**src/rtl/rom_arb_pkg.sv**
```systemverilog
// Shared FSM encoding and default geometry for the ROM arbiter slice.
package rom_arb_pkg;

  localparam int WIDTH_DEF = 8;
  localparam int DEPTH_DEF = 4;
  localparam int NREQ_DEF  = 4;

  typedef enum logic [1:0] {
    IDLE = 2'd0,
    READ = 2'd1,
    RESP = 2'd2
  } state_t;

endpackage

```
**src/rtl/rom_arbiter_if.sv**
```systemverilog
// Client-side request/response bus plus ROM address/data pair of the ROM arbiter.
interface rom_arbiter_if
  import rom_arb_pkg::*;
#(
  parameter int WIDTH = WIDTH_DEF,
  parameter int DEPTH = DEPTH_DEF,
  parameter int NREQ  = NREQ_DEF
) ();

  logic [NREQ-1:0]       req;
  logic [NREQ*DEPTH-1:0] addr;
  logic [NREQ-1:0]       gnt;
  logic [NREQ-1:0]       rvalid;
  logic [WIDTH-1:0]      rdata;
  logic [DEPTH-1:0]      rom_a;
  logic [WIDTH-1:0]      rom_q;

  // master: the requesters together with the external ROM
  modport master (
    output req, addr, rom_q,
    input  gnt, rvalid, rdata, rom_a
  );

  modport slave (
    input  req, addr, rom_q,
    output gnt, rvalid, rdata, rom_a
  );

endinterface

```
**src/rtl/rr_pick.sv**
```systemverilog
// Combinational winner select: round-robin from last+1 by default, or fixed
// lowest-index priority (no last input) when ROM_ARB_FIXED_PRIO_EN is defined.
module rr_pick
  import rom_arb_pkg::*;
#(
  parameter int NREQ = NREQ_DEF,
  parameter int LW   = $clog2(NREQ)
) (
  input  logic [NREQ-1:0] req,
`ifndef ROM_ARB_FIXED_PRIO_EN
  input  logic [LW-1:0]   last,
`endif
  output logic [NREQ-1:0] onehot,
  output logic [LW-1:0]   idx,
  output logic            any
);

`ifdef ROM_ARB_FIXED_PRIO_EN
  // Downward scan: the lowest requesting index is the last one kept.
  always_comb begin
    idx = '0;
    for (int i = NREQ - 1; i >= 0; i--) begin
      idx = req[i] ? LW'(i) : idx;
    end
  end
`else
  logic [LW-1:0] cand;
  logic          found;

  // First requester found searching upward from last+1, wrapping modulo NREQ.
  always_comb begin
    idx   = '0;
    cand  = '0;
    found = 1'b0;
    for (int i = 1; i <= NREQ; i++) begin
      cand  = LW'((int'(last) + i) % NREQ);
      idx   = (req[cand] && !found) ? cand : idx;
      found = found | req[cand];
    end
  end
`endif

  assign any = |req;

  // One-hot decode of the winner index, empty when nobody requests.
  always_comb begin
    onehot = '0;
    for (int i = 0; i < NREQ; i++) begin
      onehot[i] = any && (idx == LW'(i));
    end
  end

endmodule

```
**src/rtl/rom_arbiter.sv**
```systemverilog
// Shares one combinational lookup ROM among NREQ requesters, one read per 3 cycles.
// Define ROM_ARB_FIXED_PRIO_EN for fixed lowest-index priority without last-winner state.
module rom_arbiter
  import rom_arb_pkg::*;
#(
  parameter int WIDTH = WIDTH_DEF,
  parameter int DEPTH = DEPTH_DEF,
  parameter int NREQ  = NREQ_DEF
) (
  input logic          clk,
  input logic          rst,
  rom_arbiter_if.slave bus
);

  localparam int LW = $clog2(NREQ);

  state_t           state;
  state_t           state_nxt;
  logic [NREQ-1:0]  gnt_reg;
  logic [NREQ-1:0]  gnt_nxt;
  logic [NREQ-1:0]  rvalid_reg;
  logic [NREQ-1:0]  rvalid_nxt;
  logic [WIDTH-1:0] rdata_reg;
  logic [WIDTH-1:0] rdata_nxt;
  logic [DEPTH-1:0] rom_a_reg;
  logic [DEPTH-1:0] rom_a_nxt;
  logic [DEPTH-1:0] sel_addr;
  logic [NREQ-1:0]  pick_onehot;
  logic [LW-1:0]    pick_idx;
  logic             pick_any;
`ifndef ROM_ARB_FIXED_PRIO_EN
  logic [LW-1:0]    last_reg;
  logic [LW-1:0]    last_nxt;
  logic [LW-1:0]    win_reg;
  logic [LW-1:0]    win_nxt;
`endif

  rr_pick #(
    .NREQ (NREQ),
    .LW   (LW)
  ) u_pick (
    .req    (bus.req),
`ifndef ROM_ARB_FIXED_PRIO_EN
    .last   (last_reg),
`endif
    .onehot (pick_onehot),
    .idx    (pick_idx),
    .any    (pick_any)
  );

  // Winner's address slice, AND-OR muxed by the one-hot pick.
  always_comb begin
    sel_addr = '0;
    for (int i = 0; i < NREQ; i++) begin
      sel_addr = sel_addr | ({DEPTH{pick_onehot[i]}} & bus.addr[i*DEPTH +: DEPTH]);
    end
  end

  // State register.
  always_ff @(posedge clk) begin
    if (rst) begin
      state <= IDLE;
    end else begin
      state <= state_nxt;
    end
  end

  // Next-state logic.
  always_comb begin
    state_nxt = IDLE;
    case (state)
      IDLE:    state_nxt = pick_any ? READ : IDLE;
      READ:    state_nxt = RESP;
      RESP:    state_nxt = IDLE;
      default: state_nxt = IDLE;
    endcase
  end

  // Next values of the registered outputs and arbitration state.
  always_comb begin
    gnt_nxt    = '0;
    rvalid_nxt = '0;
    rdata_nxt  = rdata_reg;
    rom_a_nxt  = rom_a_reg;
`ifndef ROM_ARB_FIXED_PRIO_EN
    last_nxt   = last_reg;
    win_nxt    = win_reg;
`endif
    case (state)
      IDLE: begin
        if (pick_any) begin
          gnt_nxt   = pick_onehot;
          rom_a_nxt = sel_addr;
`ifndef ROM_ARB_FIXED_PRIO_EN
          win_nxt   = pick_idx;
`endif
        end else begin
          gnt_nxt   = '0;
        end
      end
      READ: begin
        rdata_nxt  = bus.rom_q;
        rvalid_nxt = gnt_reg;
      end
      RESP: begin
`ifndef ROM_ARB_FIXED_PRIO_EN
        last_nxt   = win_reg;
`endif
        rvalid_nxt = '0;
      end
      default: begin
        gnt_nxt    = '0;
        rvalid_nxt = '0;
      end
    endcase
  end

  // Output and arbitration registers; last starts at NREQ-1 so requester 0 leads.
  always_ff @(posedge clk) begin
    if (rst) begin
      gnt_reg    <= '0;
      rvalid_reg <= '0;
      rdata_reg  <= '0;
      rom_a_reg  <= '0;
`ifndef ROM_ARB_FIXED_PRIO_EN
      last_reg   <= LW'(NREQ - 1);
      win_reg    <= '0;
`endif
    end else begin
      gnt_reg    <= gnt_nxt;
      rvalid_reg <= rvalid_nxt;
      rdata_reg  <= rdata_nxt;
      rom_a_reg  <= rom_a_nxt;
`ifndef ROM_ARB_FIXED_PRIO_EN
      last_reg   <= last_nxt;
      win_reg    <= win_nxt;
`endif
    end
  end

  assign bus.gnt    = gnt_reg;
  assign bus.rvalid = rvalid_reg;
  assign bus.rdata  = rdata_reg;
  assign bus.rom_a  = rom_a_reg;

endmodule

```
**src/flat_wrapper.sv**
```systemverilog
// flat-port wrapper written by rule: the top's interface ports become plain ports
module rom_arbiter_flat import rom_arb_pkg::*;
#(
  parameter int WIDTH = WIDTH_DEF,
  parameter int DEPTH = DEPTH_DEF,
  parameter int NREQ  = NREQ_DEF
)
  (clk, rst, bus_req, bus_addr, bus_rom_q, bus_gnt, bus_rvalid, bus_rdata, bus_rom_a);
  rom_arbiter_if #(.WIDTH(WIDTH), .DEPTH(DEPTH), .NREQ(NREQ)) bus_i ();
  input logic clk;
  input logic rst;
  input wire logic [$bits(bus_i.req)-1:0] bus_req;
  input wire logic [$bits(bus_i.addr)-1:0] bus_addr;
  input wire logic [$bits(bus_i.rom_q)-1:0] bus_rom_q;
  output wire logic [$bits(bus_i.gnt)-1:0] bus_gnt;
  output wire logic [$bits(bus_i.rvalid)-1:0] bus_rvalid;
  output wire logic [$bits(bus_i.rdata)-1:0] bus_rdata;
  output wire logic [$bits(bus_i.rom_a)-1:0] bus_rom_a;
  assign bus_i.req = bus_req;
  assign bus_i.addr = bus_addr;
  assign bus_i.rom_q = bus_rom_q;
  assign bus_gnt = bus_i.gnt;
  assign bus_rvalid = bus_i.rvalid;
  assign bus_rdata = bus_i.rdata;
  assign bus_rom_a = bus_i.rom_a;
  rom_arbiter #(.WIDTH(WIDTH), .DEPTH(DEPTH), .NREQ(NREQ)) u_core (.clk(clk), .rst(rst), .bus(bus_i));
endmodule
```
**config.mk**
```make
export PLATFORM = sky130hd
export DESIGN_NAME = rom_arbiter_flat
export DESIGN_NICKNAME = d
export VERILOG_FILES = /design/src/rtl/rom_arb_pkg.sv /design/src/rtl/rom_arbiter_if.sv /design/src/rtl/rr_pick.sv /design/src/rtl/rom_arbiter.sv /design/src/flat_wrapper.sv
export SDC_FILE = /design/constraint.sdc
export NUM_CORES = 1
export LEC_CHECK = 0
export ABC_AREA = 1
export BUFFER_PORTS_ARGS = -buffer_cell sky130_fd_sc_hd__buf_4
export CAP_MARGIN = 40
export CORE_MARGIN = 2
export CORE_UTILIZATION = 27
export DETAILED_ROUTE_END_ITERATION = 7
export HOLD_SLACK_MARGIN = 0.02
export SYNTH_ARGS = -nofsm -noshare
export SYNTH_HDL_FRONTEND = slang
export SYNTH_SLANG_ARGS = --single-unit
export TNS_END_PERCENT = 1
```
**constraint.sdc**
```tcl
create_clock -name clk -period 3.31 [get_ports clk]
set_clock_uncertainty 0.1 [all_clocks]
set_input_delay 0.331 -clock clk [delete_from_list [all_inputs] [get_ports clk]]
set_output_delay 0.331 -clock clk [all_outputs]
set_load 0.005 [all_outputs]
```
==> flow_metrics.py <==
metrics = {
    "final_layout": {
        "synthToLayoutAreaGrowth_pct": 34.40,
        "largest_reg_flops": 8,
        "final_cell_mix": "buf_4 (50), nand2_1 (43), nor2_1 (35)",
        "layout_commonest_cell": "buf_4",
        "fillers": 572,
        "nNetsFinal": 282,
        "final_core_util_pct": 37.38,
        "drive_gt1_share_pct": 32.67,
        "fin_cells": 321,
        "antenna_cells": 0,
    },
    "cts": {
        "clkSlewWorstSetupHoldPaths_ps": 90,
        "cts-root-buf": "clkbuf_8",
        "h-tree-depth": 1,
        "cts_buffer_depth": 2,
        "cts_buffers": 3,
        "cts_setup_buffers": 0,
        "cts_tree": "yes",
        "holdBufCountCts": 0,
        "clk_latency_ps": 270,
        "cts_resized": 0,
        "cts_sinks": 26,
    },
    "logic_synthesis": {
        "yosysWarnings": 0,
        "synthArstFlopShare_pct": 0,
        "avgSynthCellArea_um2": 6.952,
        "synth.distinct_cells": 24,
        "synthDominantCellAreaShare_pct": 36.88,
        "ys_seq_elements": 26,
        "synth.area.top_cells": "dfxtp_1 (37%), nand2_1 (11%), nor2_1 (9.3%), nand3_1 (7.4%), nand2_4 (6.4%)",
        "syn_nets": 233,
        "syn_area_um2": 1411,
        "synth_edf_count": 0,
        "yosysTopAreaCell": "dfxtp_1",
        "ys_seq_area_share_pct": 36.88,
        "synthFlopType": "dfxtp_1",
        "netlist_instances": 203,
    },
    "critical_path": {
        "r2r-start": "u_core.last_reg[0]",
        "end_kind": "flip-flop",
        "setup.worst_path.class": "flip-flop to flip-flop",
        "path_max_fanout": 13,
        "arrival_ps": 2330,
        "r2r_slack_ps": 1090,
        "start_kind": "flip-flop",
        "crit_path_start": "u_core.last_reg[0]",
        "required_ps": 3420,
        "crit_path_end": "u_core.bus.rom_a[0]",
        "worstRegToRegCells": 14,
        "r2r_end": "u_core.bus.rom_a[0]",
    },
    "timing": {
        "fin_crit_sh_pct": 67.04,
        "tightest_slew_ps": 529.1,
        "max_clock_freq_mhz": 450.7,
        "hold_violations": 0,
        "setup_tns_ps": 0,
        "fin_crit_ps": 2219,
        "report.final.setup_viol": 0,
        "slew_violations": 0,
        "rsz0062_at_grt": "false",
        "slew_headroom_pct": 64.60,
    },
    "placed_design": {
        "port_buffers": 49,
        "place_inst": 317,
        "globalplace.congestion": 0.7826,
        "hpwl_um": 2591,
    },
    "routing": {
        "remaining_drc_errors": 0,
        "ant_nets": 0,
        "via_per_inst": 4.277,
        "drtIter0Drc": 58,
        "drt_wl_total_um": 3330,
        "wl_per_cell_um": 10.37,
        "dr.pass1.iters": 4,
        "vias": 1373,
    },
    "grt": {
        "grt_pass1_vias": 1357,
        "grt_max_degree": 17,
        "overflow": 0,
        "grt_usage_pct": 11.64,
        "grt_pass1_wl_um": 5768,
        "grt_antenna_before_repair": 0,
    },
    "pwr": {
        "p_leak_nw": 0.9524,
        "power_density_nw_per_um2": 479.8,
        "total_power_w": 0.0009101,
        "vdd_ir_drop_max_uv": 238.3,
    },
    "floorplanning": {
        "rows": 26,
        "coreArea_um2": 5075,
        "initial_utilization_pct": 27.81,
        "die_w_um": 76.30,
        "boundaryPins": 50,
        "dieHeight_um": 76.30,
        "die_area_um2": 5822,
    },
    "hold_path": {
        "hold_class": "input port to flip-flop",
    },
    "job": {
        "max_cap_violations": 0,
    },
    "run_status": {
        "status": "completed",
    },
}
[worst min path at each step]
| stage | start | to | slack, ps | depth (start not counted) |
|---|---|---|---|---|
| floorplan | rst | u_core.state[0] | 310 | 1 |
| global route | rst | u_core.state[0] | 130 | 2 |
| CTS | rst | u_core.state[0] | 130 | 2 |
| finish | rst | u_core.state[0] | 140 | 2 |
| detailed placement | u_core.bus.gnt[1] | u_core.bus.rvalid[1] | 320 | 2 |
| global placement | u_core.bus.gnt[1] | u_core.bus.rvalid[1] | 320 | 2 |
[layout make-up]
class                           instances  area (um2)  share of cell area, %
Clock buffer                            3       41.29                  2.177
Clock inverter                          1       30.03                  1.583
Inverter                               22       85.08                  4.485
Multi-Input combinational cell        149       757.0                  39.91
Sequential cell                        26       520.5                  27.44
Tap cell                               70       87.58                  4.617
Timing Repair Buffer                   50       375.4                  19.79
[cells in the mapped netlist, types with 2 or more instances]
| cell type | number |
|---|---|
| inv_1 | 18 |
| nand2_4 | 8 |
| nand4_1 | 3 |
| nand3_1 | 21 |
| o21ai_0 | 13 |
| a21oi_1 | 2 |
| nand2_2 | 10 |
| nor2_2 | 3 |
| inv_2 | 2 |
| nor3_1 | 5 |
| clkbuf_1 | 2 |
| nand2_1 | 43 |
| dfxtp_1 | 26 |
| nor2_1 | 35 |
| buf_6 | 3 |
[where the power goes]
part           switching (W)  internal, W
registers          0.0000218     0.000345
clock network       0.000106     0.000162
logic               0.000156     0.000120
total               0.000284     0.000626
[per-stage QoR]
step / worst slack [ps] / hold slack (ps) / area, um2
floorplan: 1606 / 313.5 / 1411
global placement: 1138 / 319.9 / 1818
CTS: 1097 / 129.5 / 1897
finish: 1091 / 138.7 / 1897
detailed placement: 1113 / 318.5 / 1826
global route: 867.4 / 127.9 / 1897
[logic make-up after synthesis]
logic type / Yosys count / synth area share, %
AO/OA/AOI/OAI: 19 / 8.955
buffers and inverters: 28 / 9.486
AND/OR/NAND/NOR: 130 / 44.68
flip-flops: 26 / 36.88
[worst max-delay path, stage by stage (launching register included)]
cell     delay (ps)
dfxtp_1         600
inv_2           230
nand2_2         120
nand2_2          90
nand2_4          90
nand2_4          60
a21oi_1         110
nand2_1         100
nand2_4         180
nand2_1          90
nor2_1          150
nand2_1          90
nand2_1          60
nor2_1           40
nor2_1           70
[per-layer routing]
| layer | vias to the layer above | wire (um) | global-route usage (%) |
|---|---|---|---|
| li1 | 737 | - | - |
| met1 | 606 | 1534 | 14.15 |
| met2 | 28 | 1651 | 21.42 |
| met3 | 2 | 126 | 2.488 |
| met4 | 0 | 18 | 1.636 |
| met5 | - | 0 | 0 |
Note: power is estimated with default switching activity, not from simulation.
